--- src/rtl/mem_access_ctrl.sv ---
// Purpose: MEM-stage controller. Issues one data-memory request per memory op and returns a one-cycle result to MEM/WB. Optional build macro: MEM_ACCESS_TIMEOUT_EN (bounded WAIT with err_timeout).
// Latency: non-memory op 1 cycle; memory op 2 cycles minimum (REQ then RESP), plus one cycle per WAIT; misaligned op 1 cycle.
// Backpressure: stall holds upstream from the accept cycle through the last WAIT cycle; the memory paces completion through mem_done.
module mem_access_ctrl #(
    parameter int TIMEOUT_CYCLES = 16
) (
    input  logic        clk,
    input  logic        rst,
    input  logic        in_valid,
    input  logic [15:0] aluOutput_in,
    input  logic [15:0] B_in,
    input  logic        DMemEn_in,
    input  logic        DMemWrite_in,
    input  logic        DMemDump_in,
    input  logic        MemToReg_in,
    input  logic        RegWrite_in,
    input  logic [2:0]  WriteRegister_in,
    output logic [15:0] mem_addr,
    output logic [15:0] mem_wdata,
    output logic        mem_rd,
    output logic        mem_wr,
    output logic        mem_dump,
    input  logic        mem_done,
    input  logic [15:0] mem_rdata,
    output logic        stall,
    output logic        wb_valid,
    output logic [15:0] wb_data,
    output logic [2:0]  wb_reg,
    output logic        wb_regwrite,
    output logic        err_align,
    output logic        err_timeout,
    output logic        halted
);

    typedef enum logic [1:0] {S_IDLE, S_REQ, S_WAIT, S_RESP} state_t;

    state_t      state_q, state_d;
    logic [15:0] mem_addr_q, mem_addr_d;
    logic [15:0] mem_wdata_q, mem_wdata_d;
    logic        mem_rd_q, mem_rd_d;
    logic        mem_wr_q, mem_wr_d;
    logic        mem_dump_q, mem_dump_d;
    logic        cap_m2r_q, cap_m2r_d;
    logic        cap_rw_q, cap_rw_d;
    logic        cap_dump_q, cap_dump_d;
    logic [2:0]  cap_wreg_q, cap_wreg_d;
    logic        wb_valid_q, wb_valid_d;
    logic [15:0] wb_data_q, wb_data_d;
    logic [2:0]  wb_reg_q, wb_reg_d;
    logic        wb_regwrite_q, wb_regwrite_d;
    logic        err_align_q, err_align_d;
    logic        halted_q, halted_d;
    logic        stall_c;

`ifdef MEM_ACCESS_TIMEOUT_EN
    localparam int CW = $clog2(TIMEOUT_CYCLES + 1);
    // Value of the counter during the last WAIT cycle allowed before abort.
    localparam logic [CW-1:0] CNT_LAST = CW'(TIMEOUT_CYCLES - 1);
    logic [CW-1:0] wait_cnt_q, wait_cnt_d;
    logic          err_timeout_q, err_timeout_d;
`endif

    // Next-state, capture and result logic for the IDLE/REQ/WAIT/RESP sequencer.
    always_comb begin
        state_d       = state_q;
        mem_addr_d    = mem_addr_q;
        mem_wdata_d   = mem_wdata_q;
        mem_rd_d      = 1'b0;
        mem_wr_d      = 1'b0;
        mem_dump_d    = 1'b0;
        cap_m2r_d     = cap_m2r_q;
        cap_rw_d      = cap_rw_q;
        cap_dump_d    = cap_dump_q;
        cap_wreg_d    = cap_wreg_q;
        wb_valid_d    = 1'b0;
        wb_data_d     = wb_data_q;
        wb_reg_d      = wb_reg_q;
        wb_regwrite_d = wb_regwrite_q;
        err_align_d   = 1'b0;
        halted_d      = halted_q;
        stall_c       = 1'b0;
`ifdef MEM_ACCESS_TIMEOUT_EN
        wait_cnt_d    = wait_cnt_q;
        err_timeout_d = 1'b0;
`endif
        case (state_q)
            S_IDLE: begin
                // A halted core ignores the pipeline entirely.
                if (in_valid && !halted_q) begin
                    if (!DMemEn_in) begin
                        wb_valid_d    = 1'b1;
                        wb_data_d     = aluOutput_in;
                        wb_reg_d      = WriteRegister_in;
                        wb_regwrite_d = RegWrite_in;
                    end else begin
                        stall_c     = 1'b1;
                        mem_addr_d  = aluOutput_in;
                        mem_wdata_d = B_in;
                        cap_m2r_d   = MemToReg_in;
                        cap_rw_d    = RegWrite_in;
                        cap_dump_d  = DMemDump_in;
                        cap_wreg_d  = WriteRegister_in;
                        if (aluOutput_in[0]) begin
                            // Odd address: skip memory, report alignment error. No read data exists.
                            state_d       = S_RESP;
                            wb_valid_d    = 1'b1;
                            wb_data_d     = MemToReg_in ? 16'h0000 : aluOutput_in;
                            wb_reg_d      = WriteRegister_in;
                            wb_regwrite_d = 1'b0;
                            err_align_d   = 1'b1;
                            halted_d      = halted_q | DMemDump_in;
                        end else begin
                            state_d    = S_REQ;
                            mem_rd_d   = !DMemWrite_in;
                            mem_wr_d   = DMemWrite_in;
                            mem_dump_d = DMemDump_in;
`ifdef MEM_ACCESS_TIMEOUT_EN
                            wait_cnt_d = '0;
`endif
                        end
                    end
                end
            end
            S_REQ, S_WAIT: begin
                stall_c = 1'b1;
                if (mem_done) begin
                    // Completion wins over a coincident timeout.
                    state_d       = S_RESP;
                    wb_valid_d    = 1'b1;
                    wb_data_d     = cap_m2r_q ? mem_rdata : mem_addr_q;
                    wb_reg_d      = cap_wreg_q;
                    wb_regwrite_d = cap_rw_q;
                    halted_d      = halted_q | cap_dump_q;
                end else begin
                    state_d = S_WAIT;
`ifdef MEM_ACCESS_TIMEOUT_EN
                    if (state_q == S_WAIT) begin
                        if (wait_cnt_q == CNT_LAST) begin
                            state_d       = S_RESP;
                            wb_valid_d    = 1'b1;
                            wb_data_d     = 16'h0000;
                            wb_reg_d      = cap_wreg_q;
                            wb_regwrite_d = 1'b0;
                            err_timeout_d = 1'b1;
                            halted_d      = halted_q | cap_dump_q;
                        end else begin
                            wait_cnt_d = wait_cnt_q + 1'b1;
                        end
                    end
`endif
                end
            end
            S_RESP: begin
                state_d = S_IDLE;
            end
            default: begin
                state_d = S_IDLE;
            end
        endcase
    end

    // State and registered outputs; reset abandons any access in flight.
    always_ff @(posedge clk or negedge rst) begin
        if (!rst) begin
            state_q       <= S_IDLE;
            mem_addr_q    <= 16'h0000;
            mem_wdata_q   <= 16'h0000;
            mem_rd_q      <= 1'b0;
            mem_wr_q      <= 1'b0;
            mem_dump_q    <= 1'b0;
            cap_m2r_q     <= 1'b0;
            cap_rw_q      <= 1'b0;
            cap_dump_q    <= 1'b0;
            cap_wreg_q    <= 3'd0;
            wb_valid_q    <= 1'b0;
            wb_data_q     <= 16'h0000;
            wb_reg_q      <= 3'd0;
            wb_regwrite_q <= 1'b0;
            err_align_q   <= 1'b0;
            halted_q      <= 1'b0;
`ifdef MEM_ACCESS_TIMEOUT_EN
            wait_cnt_q    <= '0;
            err_timeout_q <= 1'b0;
`endif
        end else begin
            state_q       <= state_d;
            mem_addr_q    <= mem_addr_d;
            mem_wdata_q   <= mem_wdata_d;
            mem_rd_q      <= mem_rd_d;
            mem_wr_q      <= mem_wr_d;
            mem_dump_q    <= mem_dump_d;
            cap_m2r_q     <= cap_m2r_d;
            cap_rw_q      <= cap_rw_d;
            cap_dump_q    <= cap_dump_d;
            cap_wreg_q    <= cap_wreg_d;
            wb_valid_q    <= wb_valid_d;
            wb_data_q     <= wb_data_d;
            wb_reg_q      <= wb_reg_d;
            wb_regwrite_q <= wb_regwrite_d;
            err_align_q   <= err_align_d;
            halted_q      <= halted_d;
`ifdef MEM_ACCESS_TIMEOUT_EN
            wait_cnt_q    <= wait_cnt_d;
            err_timeout_q <= err_timeout_d;
`endif
        end
    end

    // Stall is combinational so the accept cycle freezes upstream; reset forces it low.
    assign stall       = rst & stall_c;
    assign mem_addr    = mem_addr_q;
    assign mem_wdata   = mem_wdata_q;
    assign mem_rd      = mem_rd_q;
    assign mem_wr      = mem_wr_q;
    assign mem_dump    = mem_dump_q;
    assign wb_valid    = wb_valid_q;
    assign wb_data     = wb_data_q;
    assign wb_reg      = wb_reg_q;
    assign wb_regwrite = wb_regwrite_q;
    assign err_align   = err_align_q;
    assign halted      = halted_q;
`ifdef MEM_ACCESS_TIMEOUT_EN
    assign err_timeout = err_timeout_q;
`else
    assign err_timeout = 1'b0;
`endif

endmodule

--- config.mk ---
export PLATFORM = sky130hd
export DESIGN_NAME = mem_access_ctrl
export DESIGN_NICKNAME = d
export VERILOG_FILES = /design/src/rtl/mem_access_ctrl.sv
export SDC_FILE = /design/constraint.sdc
export NUM_CORES = 1
export LEC_CHECK = 0
export ABC_AREA = 1
export BUFFER_PORTS_ARGS = -buffer_cell sky130_fd_sc_hd__buf_4
export CELL_PAD_IN_SITES_DETAIL_PLACEMENT = 2
export CELL_PAD_IN_SITES_GLOBAL_PLACEMENT = 2
export CORE_MARGIN = 2
export CORE_UTILIZATION = 24
export DETAILED_ROUTE_END_ITERATION = 6
export HOLD_SLACK_MARGIN = 0.06
export PLACE_DENSITY = 0.81
export SLEW_MARGIN = 20
export SYNTH_ARGS = -nofsm -noshare
export SYNTH_HDL_FRONTEND = slang
export SYNTH_SLANG_ARGS = --single-unit
--- constraint.sdc ---
create_clock -name clk -period 1.45 [get_ports clk]
set_input_delay 0.145 -clock clk [delete_from_list [all_inputs] [get_ports clk]]
set_output_delay 0.145 -clock clk [all_outputs]
set_load 0.05 [all_outputs]
==> reports/summary.txt <==
Adder-Cell Fraction of Synth Area -> 0.0115
Final non-filler cell area -> 0.00522 sq mm
Util after Layout -> 0.394
Worst hold start -> aluOutput_in[2]
Syn_area_per_cell -> 7.39 sq um
Hold Path Class -> primary input to flop
Largest net degree at the start of global routing -> 67
Max cap viols -> 0
Fin nets -> 650
Total gr overflow -> 0
Synth Area in XOR/XNOR -> 0
Mapped Area -> 0.00325 sq mm
Die extent in y -> 120 um
Hold_ws -> 0.0702 ns
Main synth FF type -> dfrtp_1
Worst Hold End -> mem_addr[2]$_DFFE_PN0P_
# DRC -> 0
Yosys warns -> 0
Total GRT Usage -> 0.179
Synth top area cells -> dfrtp_1 (51%), nand2_1 (19%), inv_1 (9.1%)
Max Root-Sink Buffers -> 2
Synth Net Count -> 503
CP endpoint kind -> output port
Area post-placement -> 0.00446 sq mm
Kind of critical path -> flop to output port
Yosys cell types -> 18
Final wirelength -> 13200 um
Worst Skew -> 0.00581 ns
Reg clk slew, reported paths -> 0.06 ns
Reg2Reg Launch Point -> state_q[1]$_DFFE_PN0P_
HPWL after DPL -> 8730 um
Vias in the first global route -> 3921
Sequential cell area fraction in the yosys report -> 0.508
Initial antenna violation count -> 0
Simple-gate area share of the yosys netlist -> 0.270
RR Endpoint -> wb_reg[0]$_DFFE_PN0P_
CTS Buf Count -> 9
Syn-to-layout area delta -> 60.5%
Reg2Reg Depth -> 8
Final period util -> 1.14
Setup crit start kind -> flop
Final hold vios -> 0
Fmax achieved -> 607 MHz
Vias -> 3433
Synth cell count leaders -> nand2_1 (165), inv_1 (79), dfrtp_1 (66)
Final Non-Filler Cells -> 768
FILL cells -> 1497
IO buf count -> 118
Cell Pwr Density -> 853 mW/mm^2
Root Buffer -> clkbuf_16
Cell accounting for the most synthesized area -> dfrtp_1
Post-synth ARST share -> 1.00
Worst EP arrival -> 1.50 ns
Total inserted antenna cells -> 0
Post-synth top area share -> 0.508
Vias/cell -> 4.47
Core Area -> 0.0132 sq mm
First-pass GRT wire length -> 20100 um
Number of clock sinks -> 66
Fraction of synthesized area in multiplexers -> 0
Starting Density -> 0.246
DP Cell Count -> 732
Count leader, synth -> nand2_1
Drt first pass iters -> 4
Die footprint -> 0.0145 sq mm
# rows -> 42
Slew Limit Fails -> 0
Worst Hold Path Cells -> 3
Die Width -> 120 um
Iter 0 DRT Violations -> 98
Worst Path Max Fanout -> 4
Share of layout cells above drive strength 1 -> 0.356
CTS tree -> built
CP required -> 1.31 ns
Worst setup margin -> -0.198 ns
Worst setup path startpoint -> state_q[1]$_DFFE_PN0P_
Antenna-violating nets left -> 0
Outcome -> finished, violations left
Seq cells post-synth -> 66
EDFF count, synth -> 0
Unrepaired setup endpoints after global routing -> yes
WL per Instance -> 17.2 um
Tmin final -> 1.65 ns
Fraction of the mapped netlist area in compound gates -> 0.0785
Setup tns final -> -3.10 ns
Final Setup Violations -> 22
Worst R2R Setup Slack -> -0.17 ns
Final Wtd Congestion -> 0.768
Failing checks -> negative setup slack
P_leak -> 2.93 nW
Largest family of logic cells by synthesized area -> simple AND/OR/NAND/NOR gates
H-tree depth -> 3
Synth Instances -> 440
Io pins -> 120
Worst vdd ir -> 0.455 mV
Clock insertion delay at the later pin of the skew report -> 0.34 ns
-- routing by layer --
layer | GRT usage | up-vias | wire length, um
li1 | - | 1620 | -
met3 | 0.0401 | 20 | 627
met1 | 0.205 | 1713 | 5280
met2 | 0.326 | 80 | 7060
met4 | 0.0589 | 0 | 278
met5 | 0 | - | 0
-- per-stage QoR --
stage	power, mW	worst slack, ns
6_report	4.45	-0.198
5_1_grt	4.61	-0.267
4_1_cts	4.49	-0.196
3_5_place_dp	2.22	-0.0329
3_3_place_gp	2.21	0.0753
2_1_floorplan	1.99	0.00769
-- worst max-delay path by stage --
stage                                to  slack, ns
2_1_floorplan                     stall      0.008
3_3_place_gp    wb_regwrite$_DFFE_PN0P_       0.08
3_5_place_dp   mem_wdata[3]$_DFFE_PN0P_      -0.03
4_1_cts                           stall      -0.20
5_1_grt                           stall      -0.27
6_report                          stall      -0.20
-- cell families after synthesis --
logic type | Yosys count
DFF | 66
buffers and inverters | 103
AOI/OAI and AO/OA | 51
other | 1
and+or+nand+nor | 216
adders and majority gates | 3
-- worst max-delay path, stage by stage, from the launching register on --
cell and delay (ns):
dfrtp_1 0.40, ha_2 0.23, inv_1 0.12, nand2_1 0.12, a21oi_4 0.14, buf_8 0.16
-- cell usage in the layout, fill, tap and decap left out, drive strengths merged --
cell type / Yosys / final
nand2: 165 / 165
buf: 19 / 146
inv: 81 / 81
dfrtp: 66 / 66
o21ai: 47 / 47
nand3: 43 / 43
clkbuf: 3 / 18
dlygate4sd3: 0 / 9
nor2: 8 / 8
a21oi: 4 / 4
ha: 3 / 3
conb: 1 / 1
clkinv: 0 / 1
-- power breakdown --
part | leakage, nW | internal, mW | switching (mW)
Sequential | 0.908 | 1.85 | 0.00619
Combinational | 1.87 | 0.172 | 0.200
Clock | 0.152 | 1.39 | 0.836
Total | 2.93 | 3.41 | 1.04
-- area by class of cell --
| type | count | area [sq um] | share of cell area |
|---|---|---|---|
| inverters | 81 | 307 | 0.0587 |
| flip-flops and latches | 66 | 1650 | 0.316 |
| clock inverters | 1 | 5.00 | 0.000958 |
| multi-input cells | 271 | 1380 | 0.264 |
| clock buffers | 15 | 298 | 0.0570 |
| well taps | 176 | 220 | 0.0422 |
| repair buffers | 158 | 1360 | 0.260 |
-- timing repair --
item                                   in CTS  in global routing
gates cloned                                2                  3
setup buffers                               5                  3
resized for setup                          14                 59
setup endpoints to repair                  10                 31
pin swaps                                   4                 12
hold buffers                                9                  0
endpoints found under the hold margin      75                  0
(Power assumes the default switching activity.)
